==> src/rtl/tx_pkg.sv <==
// Shared types and constants for the TX frame dispatch path.
// Holds the dispatch state encoding, the drop-counter width and a clog2 helper.
package tx_pkg;

  typedef enum logic [1:0] {
    IDLE = 2'd0,
    LOAD = 2'd1,
    GAP  = 2'd2
  } dispatch_state_t;

  localparam int DROP_CNT_W = 8;

  // Ceiling log2; returns 0 for values <= 1.
  function automatic int clog2(input int value);
    int result;
    int v;
    result = 0;
    v = value - 1;
    while (v > 0) begin
      result = result + 1;
      v = v >> 1;
    end
    return result;
  endfunction

endpackage

==> src/rtl/sync_fifo.sv <==
// Single-clock FIFO with occupancy level; the head entry is readable without a pop.
// DEPTH must be a power of two so the pointers wrap by natural overflow.
module sync_fifo
  import tx_pkg::*;
#(
  parameter int WIDTH   = 35,
  parameter int DEPTH   = 8,
  parameter int LEVEL_W = clog2(DEPTH + 1)
) (
  input  logic               clk,
  input  logic               rst_n,
  input  logic               push,
  input  logic [WIDTH-1:0]   push_data,
  input  logic               pop,
  output logic [WIDTH-1:0]   head_data,
  output logic [LEVEL_W-1:0] level,
  output logic               full,
  output logic               empty
);

  localparam int PTR_W = (DEPTH > 1) ? clog2(DEPTH) : 1;

  logic [WIDTH-1:0]   mem [DEPTH];
  logic [PTR_W-1:0]   wr_ptr_reg;
  logic [PTR_W-1:0]   rd_ptr_reg;
  logic [LEVEL_W-1:0] level_reg;
  logic               do_push;
  logic               do_pop;

  assign full    = (level_reg == LEVEL_W'(DEPTH));
  assign empty   = (level_reg == '0);
  assign do_push = push && !full;
  assign do_pop  = pop && !empty;

  always_ff @(posedge clk) begin
    if (!rst_n) begin
      wr_ptr_reg <= '0;
      rd_ptr_reg <= '0;
      level_reg  <= '0;
    end else begin
      if (do_push) wr_ptr_reg <= wr_ptr_reg + PTR_W'(1);
      if (do_pop)  rd_ptr_reg <= rd_ptr_reg + PTR_W'(1);
      case ({do_push, do_pop})
        2'b10:   level_reg <= level_reg + LEVEL_W'(1);
        2'b01:   level_reg <= level_reg - LEVEL_W'(1);
        default: level_reg <= level_reg;
      endcase
    end
  end

  // Storage carries no reset; only the pointers define what is valid.
  always_ff @(posedge clk) begin
    if (rst_n && do_push) mem[wr_ptr_reg] <= push_data;
  end

  assign head_data = mem[rd_ptr_reg];
  assign level     = level_reg;

endmodule

==> src/rtl/tx_frame_dispatch.sv <==
// Buffers destination-tagged frames and issues each as a one-hot load pulse,
// enforcing an idle gap after every load; invalid destinations are dropped and counted.
module tx_frame_dispatch
  import tx_pkg::*;
#(
  parameter int NUM_SW_INST = 5,
  parameter int FRAME_WIDTH = 32,
  parameter int FIFO_DEPTH  = 8,
  parameter int GAP_CYCLES  = 4,
  parameter int DST_W       = 3
) (
  input  logic                             clk,
  input  logic                             rst_n,
  input  logic                             push_valid,
  output logic                             push_ready,
  input  logic [DST_W-1:0]                 push_dst,
  input  logic [FRAME_WIDTH-1:0]           push_frame,
  output logic [NUM_SW_INST-1:0]           load_out,
  output logic [FRAME_WIDTH-1:0]           frame_out,
  output logic [$clog2(FIFO_DEPTH+1)-1:0]  fifo_level,
  output logic                             drop_pulse,
  output logic [7:0]                       drop_cnt
);

  localparam int ENTRY_W = DST_W + FRAME_WIDTH;
  localparam int LEVEL_W = $clog2(FIFO_DEPTH + 1);
  localparam int GAP_W   = (GAP_CYCLES > 0) ? $clog2(GAP_CYCLES + 1) : 1;

  logic [ENTRY_W-1:0]     head_data;
  logic [DST_W-1:0]       head_dst;
  logic [FRAME_WIDTH-1:0] head_frame;
  logic                   head_dst_ok;
  logic [NUM_SW_INST-1:0] dst_onehot;
  logic                   fifo_full;
  logic                   fifo_empty;
  logic                   fifo_pop;
  logic [LEVEL_W-1:0]     level;

  dispatch_state_t        state_reg, state_next;
  logic [GAP_W-1:0]       gap_cnt_reg, gap_cnt_next;
  logic [NUM_SW_INST-1:0] load_reg, load_next;
  logic [FRAME_WIDTH-1:0] frame_reg, frame_next;
  logic                   drop_pulse_reg, drop_pulse_next;
  logic [DROP_CNT_W-1:0]  drop_cnt_reg, drop_cnt_next;

  sync_fifo #(
    .WIDTH   (ENTRY_W),
    .DEPTH   (FIFO_DEPTH),
    .LEVEL_W (LEVEL_W)
  ) u_fifo (
    .clk       (clk),
    .rst_n     (rst_n),
    .push      (push_valid),
    .push_data ({push_dst, push_frame}),
    .pop       (fifo_pop),
    .head_data (head_data),
    .level     (level),
    .full      (fifo_full),
    .empty     (fifo_empty)
  );

  assign head_dst    = head_data[ENTRY_W-1 -: DST_W];
  assign head_frame  = head_data[FRAME_WIDTH-1:0];
  // Extra bit keeps the compare correct when NUM_SW_INST == 2**DST_W.
  assign head_dst_ok = ({1'b0, head_dst} < (DST_W + 1)'(NUM_SW_INST));
  assign fifo_pop    = (state_reg == IDLE) && !fifo_empty;

  for (genvar gi = 0; gi < NUM_SW_INST; gi++) begin : g_decode
    assign dst_onehot[gi] = (head_dst == DST_W'(gi));
  end

  always_comb begin
    state_next      = state_reg;
    gap_cnt_next    = gap_cnt_reg;
    load_next       = '0;
    frame_next      = frame_reg;
    drop_pulse_next = 1'b0;
    drop_cnt_next   = drop_cnt_reg;
    case (state_reg)
      IDLE: begin
        if (!fifo_empty) begin
          if (head_dst_ok) begin
            load_next  = dst_onehot;
            frame_next = head_frame;
            state_next = LOAD;
          end else begin
            drop_pulse_next = 1'b1;
            if (drop_cnt_reg != '1) drop_cnt_next = drop_cnt_reg + DROP_CNT_W'(1);
          end
        end
      end
      LOAD: begin
        if (GAP_CYCLES > 0) begin
          state_next   = GAP;
          gap_cnt_next = GAP_W'(GAP_CYCLES - 1);
        end else begin
          state_next = IDLE;
        end
      end
      GAP: begin
        if (gap_cnt_reg == '0) state_next = IDLE;
        else                   gap_cnt_next = gap_cnt_reg - GAP_W'(1);
      end
      default: state_next = IDLE;
    endcase
  end

  always_ff @(posedge clk) begin
    if (!rst_n) begin
      state_reg      <= IDLE;
      gap_cnt_reg    <= '0;
      load_reg       <= '0;
      frame_reg      <= '0;
      drop_pulse_reg <= 1'b0;
      drop_cnt_reg   <= '0;
    end else begin
      state_reg      <= state_next;
      gap_cnt_reg    <= gap_cnt_next;
      load_reg       <= load_next;
      frame_reg      <= frame_next;
      drop_pulse_reg <= drop_pulse_next;
      drop_cnt_reg   <= drop_cnt_next;
    end
  end

  assign push_ready = !fifo_full;
  assign load_out   = load_reg;
  assign frame_out  = frame_reg;
  assign fifo_level = level;
  assign drop_pulse = drop_pulse_reg;
  assign drop_cnt   = drop_cnt_reg;

endmodule
==> config.mk <==
export PLATFORM = sky130hd
export DESIGN_NAME = tx_frame_dispatch
export DESIGN_NICKNAME = d
export VERILOG_FILES = /design/src/rtl/tx_pkg.sv /design/src/rtl/sync_fifo.sv /design/src/rtl/tx_frame_dispatch.sv
export SDC_FILE = /design/constraint.sdc
export NUM_CORES = 1
export LEC_CHECK = 0
export BUFFER_PORTS_ARGS = -buffer_cell sky130_fd_sc_hd__buf_2
export CAP_MARGIN = 20
export CORE_UTILIZATION = 33
export CTS_BUF_LIST = sky130_fd_sc_hd__clkbuf_4 sky130_fd_sc_hd__clkbuf_8
export DETAILED_ROUTE_END_ITERATION = 6
export SKIP_LAST_GASP = 1
export SYNTH_ARGS = -nofsm -noshare
export SYNTH_HDL_FRONTEND = slang
export SYNTH_SLANG_ARGS = --single-unit
==> constraint.sdc <==
create_clock -name clk -period 4.7 [get_ports clk]
set_clock_uncertainty 0.15 [all_clocks]
set_input_delay 0.47 -clock clk [delete_from_list [all_inputs] [get_ports clk]]
set_output_delay 0.47 -clock clk [all_outputs]
set_load 0.02 [all_outputs]
==> out/results.ini, run 1 <==
[outcome]
status = completed

[synth]
synth_edf_count = 280
synth_area_leader_cell = edfxtp_1
ys_top_cells_by_area = edfxtp_1 (63%), dfxtp_1 (9.5%), mux4_2 (6.0%)
yosysTopAreaCellShare_pct = 62.60
yosysWarnings = 0
syn_avg_cell_area_sq_um = 17.38
synth-seq-area-share_pct = 72.14
ys_ff_latch = 344
synth_cell_type_count = 58
ys.flop_type = edfxtp_1
syn_nets = 818
synth-async-reset-ratio_pct = 0
synth.cell_area_sq_um = 13430
synth_cells = 773

[floorplan]
dieArea_sq_um = 41510
start_util_pct = 33.65
die_h_microns = 203.7
core_sq_um = 39910
rows = 73
io_pins = 89
die-width_microns = 203.7

[grt]
grt_pass1_vias = 7303
antenna_found_initial = 2
overflow = 0
grt.total_usage_pct = 14.15
grt_max_degree = 64
grt_pass1_wl_mm = 44.13

[critical_path]
critPathKind = flip-flop to flip-flop
worst_ep_arrival_time_ps = 3380
start_kind = flip-flop
crit_family = multiplexers
cpMaxStageDelayCell = dfxtp_4
crit_path_max_incr_delay_ps = 870
path_cells = mux4_2 > mux2_2 > nor2_8 > o21a_4 > o22ai_2
required_ps = 4990
path_buf_inv = 0
reg2reg_to = frame_out[14]$_SDFFE_PN0P_
rrSetupSlack_ps = 1600
worstRegToRegCells = 5
end_kind = flip-flop
cp_max_fo = 42

[route]
wire_per_inst_microns = 19.58
ant_nets = 0
drc_errors = 0
vias = 7152
drt_pass1_iterations = 5
via_per_inst = 4.790
wl_mm = 29.23
first_iter_violations = 351

[sta]
fin_hold_ws_ps = 34.36
maxSlewHeadroom_pct = 41.10
clock.fmax_ghz = 0.3229
final-max-slew-violation-count = 0
hold_viol = 0
grt_setup_unrepaired = false
finalCritPeriodShare_pct = 65.90
min_period_ps = 3097
final.setup.tns_ps = 0
finalSetupViolations = 0
tightest_slew_ps = 881.5

[run]
maxCapViolCount = 0

[cts]
cts_setup_buffers = 0
clk_path_buf_depth = 3
cts.clk_slew.worst_paths_ps = 60
cts_resized = 0
cts.sinks = 344
insertion_delay_ps = 600
cts-root-buf = clkbuf_8
cts_max_level = 2
ctsHoldBuffers = 33
cts_buffers = 55
cts_tree = built

[layout]
diodes = 0
drive_gt1_share_pct = 31.10
final_nets = 966
final_common_cell = edfxtp_1
areaGrowthSynthToFinish_pct = 19.31
layout_common_cells = edfxtp_1 (280), buf_2 (88), mux2i_1 (78), clkbuf_8 (64), dfxtp_1 (62)
stdcell_area_sq_um = 16030
largest_reg_flops = 280

[place]
io_buffers = 88
gp_congestion = 0.7064
dp.final_hpwl_mm = 16.13
place_area_sq_um = 14490

[worst_hold_path]
hold_end = gap_cnt_reg[2]$_SDFFE_PN0P_
min_from = rst_n
hold_path_class = primary input to flip-flop
min_path_cells = 2

[pwr]
powerDensity_nw_per_um2 = 551.7
irDropWorstVdd_mv = 0.2591
leakagePower_uw = 0.005404

==> layer usage <==
| metal | vias up | routed length, microns | global-route usage [%] |
|---|---|---|---|
| met5 | - | 34 | 0 |
| met4 | 4 | 597 | 4.511 |
| met3 | 46 | 1730 | 2.956 |
| met2 | 184 | 14310 | 23.80 |
| met1 | 3568 | 12560 | 18.18 |
| li1 | 3350 | - | - |
==> stage by stage <==
stage                     power (uW)  cells  utilization [%]  worst slack, ps
final                           8842   1493            40.15             1603
after detailed placement        6218   1356            36.31             1571
after global routing            9292   1493            40.15             1430
after floorplan                 5592    773                -            426.9
after CTS                       8956   1493            40.15             1567
after global placement          6188   1356            36.31             1597
==> cells in the mapped netlist (2+ instances only) <==
| master | instances |
|---|---|
| mux2i_1 | 78 |
| nor2b_1 | 4 |
| clkbuf_1 | 21 |
| mux4_2 | 36 |
| nand3_1 | 10 |
| ha_1 | 7 |
| a21oi_1 | 4 |
| xnor2_1 | 3 |
| nor2_1 | 13 |
| nor3_1 | 4 |
| and2_1 | 7 |
| mux2_2 | 2 |
| o22ai_2 | 29 |
| nand2b_1 | 13 |
| nand4_1 | 2 |
| nand2_1 | 53 |
| inv_2 | 2 |
| buf_4 | 4 |
| o22ai_1 | 3 |
| buf_6 | 6 |
| dfxtp_1 | 64 |
| o21a_1 | 3 |
| buf_2 | 13 |
| xor2_1 | 3 |
| inv_1 | 6 |
| and3_1 | 2 |
| edfxtp_1 | 280 |
| nor4_2 | 5 |
| a22oi_1 | 32 |
| o21ai_0 | 36 |
==> worst register-to-register path, cell delays in order (launching register included) <==
cell and delay [ps]:
dfxtp_4 870, mux4_2 630, mux2_2 340, nor2_8 220, o21a_4 600, o22ai_2 150
==> cells by family (layout without fill, tap and decap cells) <==
family                   after synthesis  after routing  synth area share (%)
adder cells (fa/ha/maj)                7              7                0.6520
buffers and inverters                 53            248                 2.049
flip-flops                           344            344                 72.14
AO/OA/AOI/OAI                        120            120                 7.462
multiplexers                         117            117                 12.13
AND/OR/NAND/NOR                      126            126                 5.179
XOR/XNOR                               6              6                0.3913
==> area by class of cell <==
cell class	instances	area [sq um]
Inverter	8	30.03
Tap cell	525	656.9
Sequential cell	344	9694
Clock buffer	86	1046
Timing Repair Buffer	136	895.9
Multi-Input combinational cell	376	3545
Fill cell	3618	23890
Clock inverter	18	157.7
==> worst max path at each step <==
stage          cells after the start                         end  slack (ps)
3_5_place_dp                       5   frame_out[0]$_SDFFE_PN0P_        1570
3_3_place_gp                       5   frame_out[1]$_SDFFE_PN0P_        1600
5_1_grt                            5   frame_out[0]$_SDFFE_PN0P_        1430
4_1_cts                            5   frame_out[0]$_SDFFE_PN0P_        1570
2_1_floorplan                      4  u_fifo.mem[2][0]$_DFFE_PP_         430
6_report                           5  frame_out[14]$_SDFFE_PN0P_        1600
==> report_power, final <==
part           internal (uW)  switching [uW]
sequential              3550             267
combinational            952            1370
clock                   1540            1170
Power figures use the tool's default switching activity.
==> run 2, diff against run 1 <==
- clock period: 4.7 -> 3 ns (I/O delays scaled with it)
==> run 2 against run 1 <==
First-iteration DRC count rose by 5.1%. Maximum frequency rose by 11%. Wire length fell by 1.6%. Power rose by 58%. Global-route usage barely moved. Utilization rose by 0.38 points. Sequential share of layout area fell by 0.57 points. Cell area rose by 0.94%. Via count rose by 2.2%. Critical path type unchanged. Largest cell class unchanged.
==> out/results.ini, run 2 (synthesis results as in run 1) <==
[cts]
cts_buffers = 55  ; unchanged
insertion_delay_ps = 620  ; +20 ps
clk_path_buf_depth = 3  ; unchanged
cts.clk_slew.worst_paths_ps = 60  ; about the same
cts_setup_buffers = 0  ; unchanged
cts.sinks = 344  ; unchanged
cts_tree = built
ctsHoldBuffers = 36  ; +9.1%
cts_resized = 0  ; unchanged
cts-root-buf = clkbuf_8
cts_max_level = 2  ; unchanged

[sta]
finalSetupViolations = 0  ; unchanged
min_period_ps = 2786  ; -311.7 ps
final-max-slew-violation-count = 0  ; unchanged
maxSlewHeadroom_pct = 32.81  ; -8.3 points
tightest_slew_ps = 1005  ; +123.1 ps
grt_setup_unrepaired = false
hold_viol = 0  ; unchanged
clock.fmax_ghz = 0.3590  ; +11%
finalCritPeriodShare_pct = 92.85  ; +27 points

[route]
drt_pass1_iterations = 5  ; unchanged
vias = 7310  ; +2.2%
wl_mm = 28.76  ; -1.6%
drc_errors = 0  ; unchanged
ant_nets = 0  ; unchanged
wire_per_inst_microns = 19.02  ; -2.9%
first_iter_violations = 369  ; +5.1%
via_per_inst = 4.835  ; +0.92%

[floorplan]
die-width_microns = 203.7  ; unchanged
core_sq_um = 39910  ; unchanged
die_h_microns = 203.7  ; unchanged
rows = 73  ; unchanged
start_util_pct = 33.65  ; unchanged
dieArea_sq_um = 41510  ; unchanged
io_pins = 89  ; unchanged

[critical_path]
end_kind = flip-flop
path_buf_inv = 2  ; +2
cp_max_fo = 6  ; -86%
r2r-start = u_fifo.level[0]$_SDFFE_PN0P_
reg2reg_to = u_fifo.level[2]$_SDFFE_PN0P_
worst_ep_arrival_time_ps = 3130  ; -250 ps
worstRegToRegCells = 10  ; +5
cp_common_cell = ha_1
cpMaxStageDelayCell = or4b_4
rrSetupSlack_ps = 210  ; -1390 ps
start_kind = flip-flop
crit_path_max_incr_delay_ps = 530  ; -340 ps
crit_family = simple AND/OR/NAND/NOR gates
path_cells = or4b_4 > and2_1 > buf_4 > inv_2 > ha_1 > xor2_1 > ha_1 > o21a_1 > o311ai_1 > o41ai_1
critPathKind = flip-flop to flip-flop
required_ps = 3340  ; -1650 ps

[pwr]
irDropWorstVdd_mv = 0.3462  ; +34%
leakagePower_uw = 0.005481  ; +1.4%
powerDensity_nw_per_um2 = 865.2  ; +57%

[grt]
met3_usage_pct = 3.228  ; +0.27 points
grt_max_degree = 56  ; -13%
use_met1_pct = 18.28  ; +0.10 points
grt_use_met2_pct = 23.26  ; -0.53 points
antenna_found_initial = 3  ; +1
grt.total_usage_pct = 14.11  ; -0.034 points
busiest_layer = met2
overflow = 0  ; unchanged
grt_pass1_wl_mm = 44.28  ; +0.33%
grt_pass1_vias = 7575  ; +3.7%

[layout]
final_common_cell = edfxtp_1
stdcell_area_sq_um = 16180  ; +0.94%
layout_common_cells = edfxtp_1 (280), buf_2 (88), mux2i_1 (78), clkbuf_8 (65), dfxtp_1 (62)
largest_reg_flops = 280  ; unchanged
filler_cell_count = 3611  ; -0.19%
finalNonFillerCells = 1512  ; +1.3%
multi_input_area_sq_um = 3557  ; +0.35%
drive_gt1_share_pct = 31.74  ; +0.65 points
final_nets = 985  ; +2.0%
regArea_sq_um = 9694  ; unchanged
areaGrowthSynthToFinish_pct = 20.44

[place]
place_area_sq_um = 14640  ; +1.0%
gp_congestion = 0.6992  ; -1.0%
placed_cells = 1372  ; +1.2%
io_buffers = 88  ; unchanged
dp.final_hpwl_mm = 16.78  ; +4.1%

[worst_hold_path]
hold_path_class = primary input to flip-flop
min_from = rst_n
hold_end = drop_cnt[3]$_SDFFE_PN0P_
min_path_cells = 4  ; +2

[run]
maxCapViolCount = 0  ; unchanged

[outcome]
status = completed

==> run 2: cell type report <==
| cell class | count | share of cell area [%] |
|---|---|---|
| Sequential cell | 344 | 59.93 |
| Multi-Input combinational cell | 376 | 21.99 |
| Timing Repair Buffer | 155 | 6.543 |
| Clock buffer | 83 | 6.366 |
| Tap cell | 525 | 4.061 |
| Clock inverter | 20 | 0.9127 |
| Inverter | 8 | 0.1856 |
| Antenna cell | 1 | 0.01547 |
==> run 2: worst max-delay path by stage <==
stage                                  from                      endpoint  cells after the start
2_1_floorplan  u_fifo.level[0]$_SDFFE_PN0P_    u_fifo.mem[7][0]$_DFFE_PP_                      4
3_3_place_gp   u_fifo.level[3]$_SDFFE_PN0P_   u_fifo.mem[2][27]$_DFFE_PP_                      6
3_5_place_dp   u_fifo.level[3]$_SDFFE_PN0P_   u_fifo.mem[2][27]$_DFFE_PP_                      6
4_1_cts        u_fifo.level[3]$_SDFFE_PN0P_   u_fifo.mem[2][21]$_DFFE_PP_                      6
5_1_grt        u_fifo.level[0]$_SDFFE_PN0P_  u_fifo.level[2]$_SDFFE_PN0P_                     10
6_report       u_fifo.level[0]$_SDFFE_PN0P_  u_fifo.level[2]$_SDFFE_PN0P_                     10
==> run 2: routing by layer <==
metal	share of wire (%)	wire, microns	vias up
met5	0.12	34	-
met4	2.0	576	4
met3	4.7	1349	51
met2	49	14060	168
met1	44	12740	3697
li1	-	-	3390
==> run 2: power breakdown <==
part / internal (uW) / switching, uW / leakage (uW)
Combinational: 1620 / 2400 / 0.00180
Sequential: 5560 / 232 / 0.00305
Clock: 2370 / 1810 / 0.000629
==> run 2: per-stage QoR <==
step	setup TNS (ps)	power (uW)	utilization, %	setup slack, ps	hold slack, ps
final	0	14000	40.53	214.4	73.16
after global routing	0	14740	40.53	94.78	74.84
after CTS	0	14240	40.52	214.5	30.40
after detailed placement	0	9960	36.67	259.8	321.3
after global placement	0	9910	36.67	262.9	313.7
after floorplan	-84950	8760	-	-340.6	248.9
==> run 2: worst reg2reg max path: cells and delay by family (launching register included) <==
kind / cells / cell delay, ps
compound gates: 3 / 620
flops: 1 / 310
xor+xnor: 1 / 110
simple gates: 2 / 750
fa+ha+maj: 2 / 490
buf+inv: 2 / 220
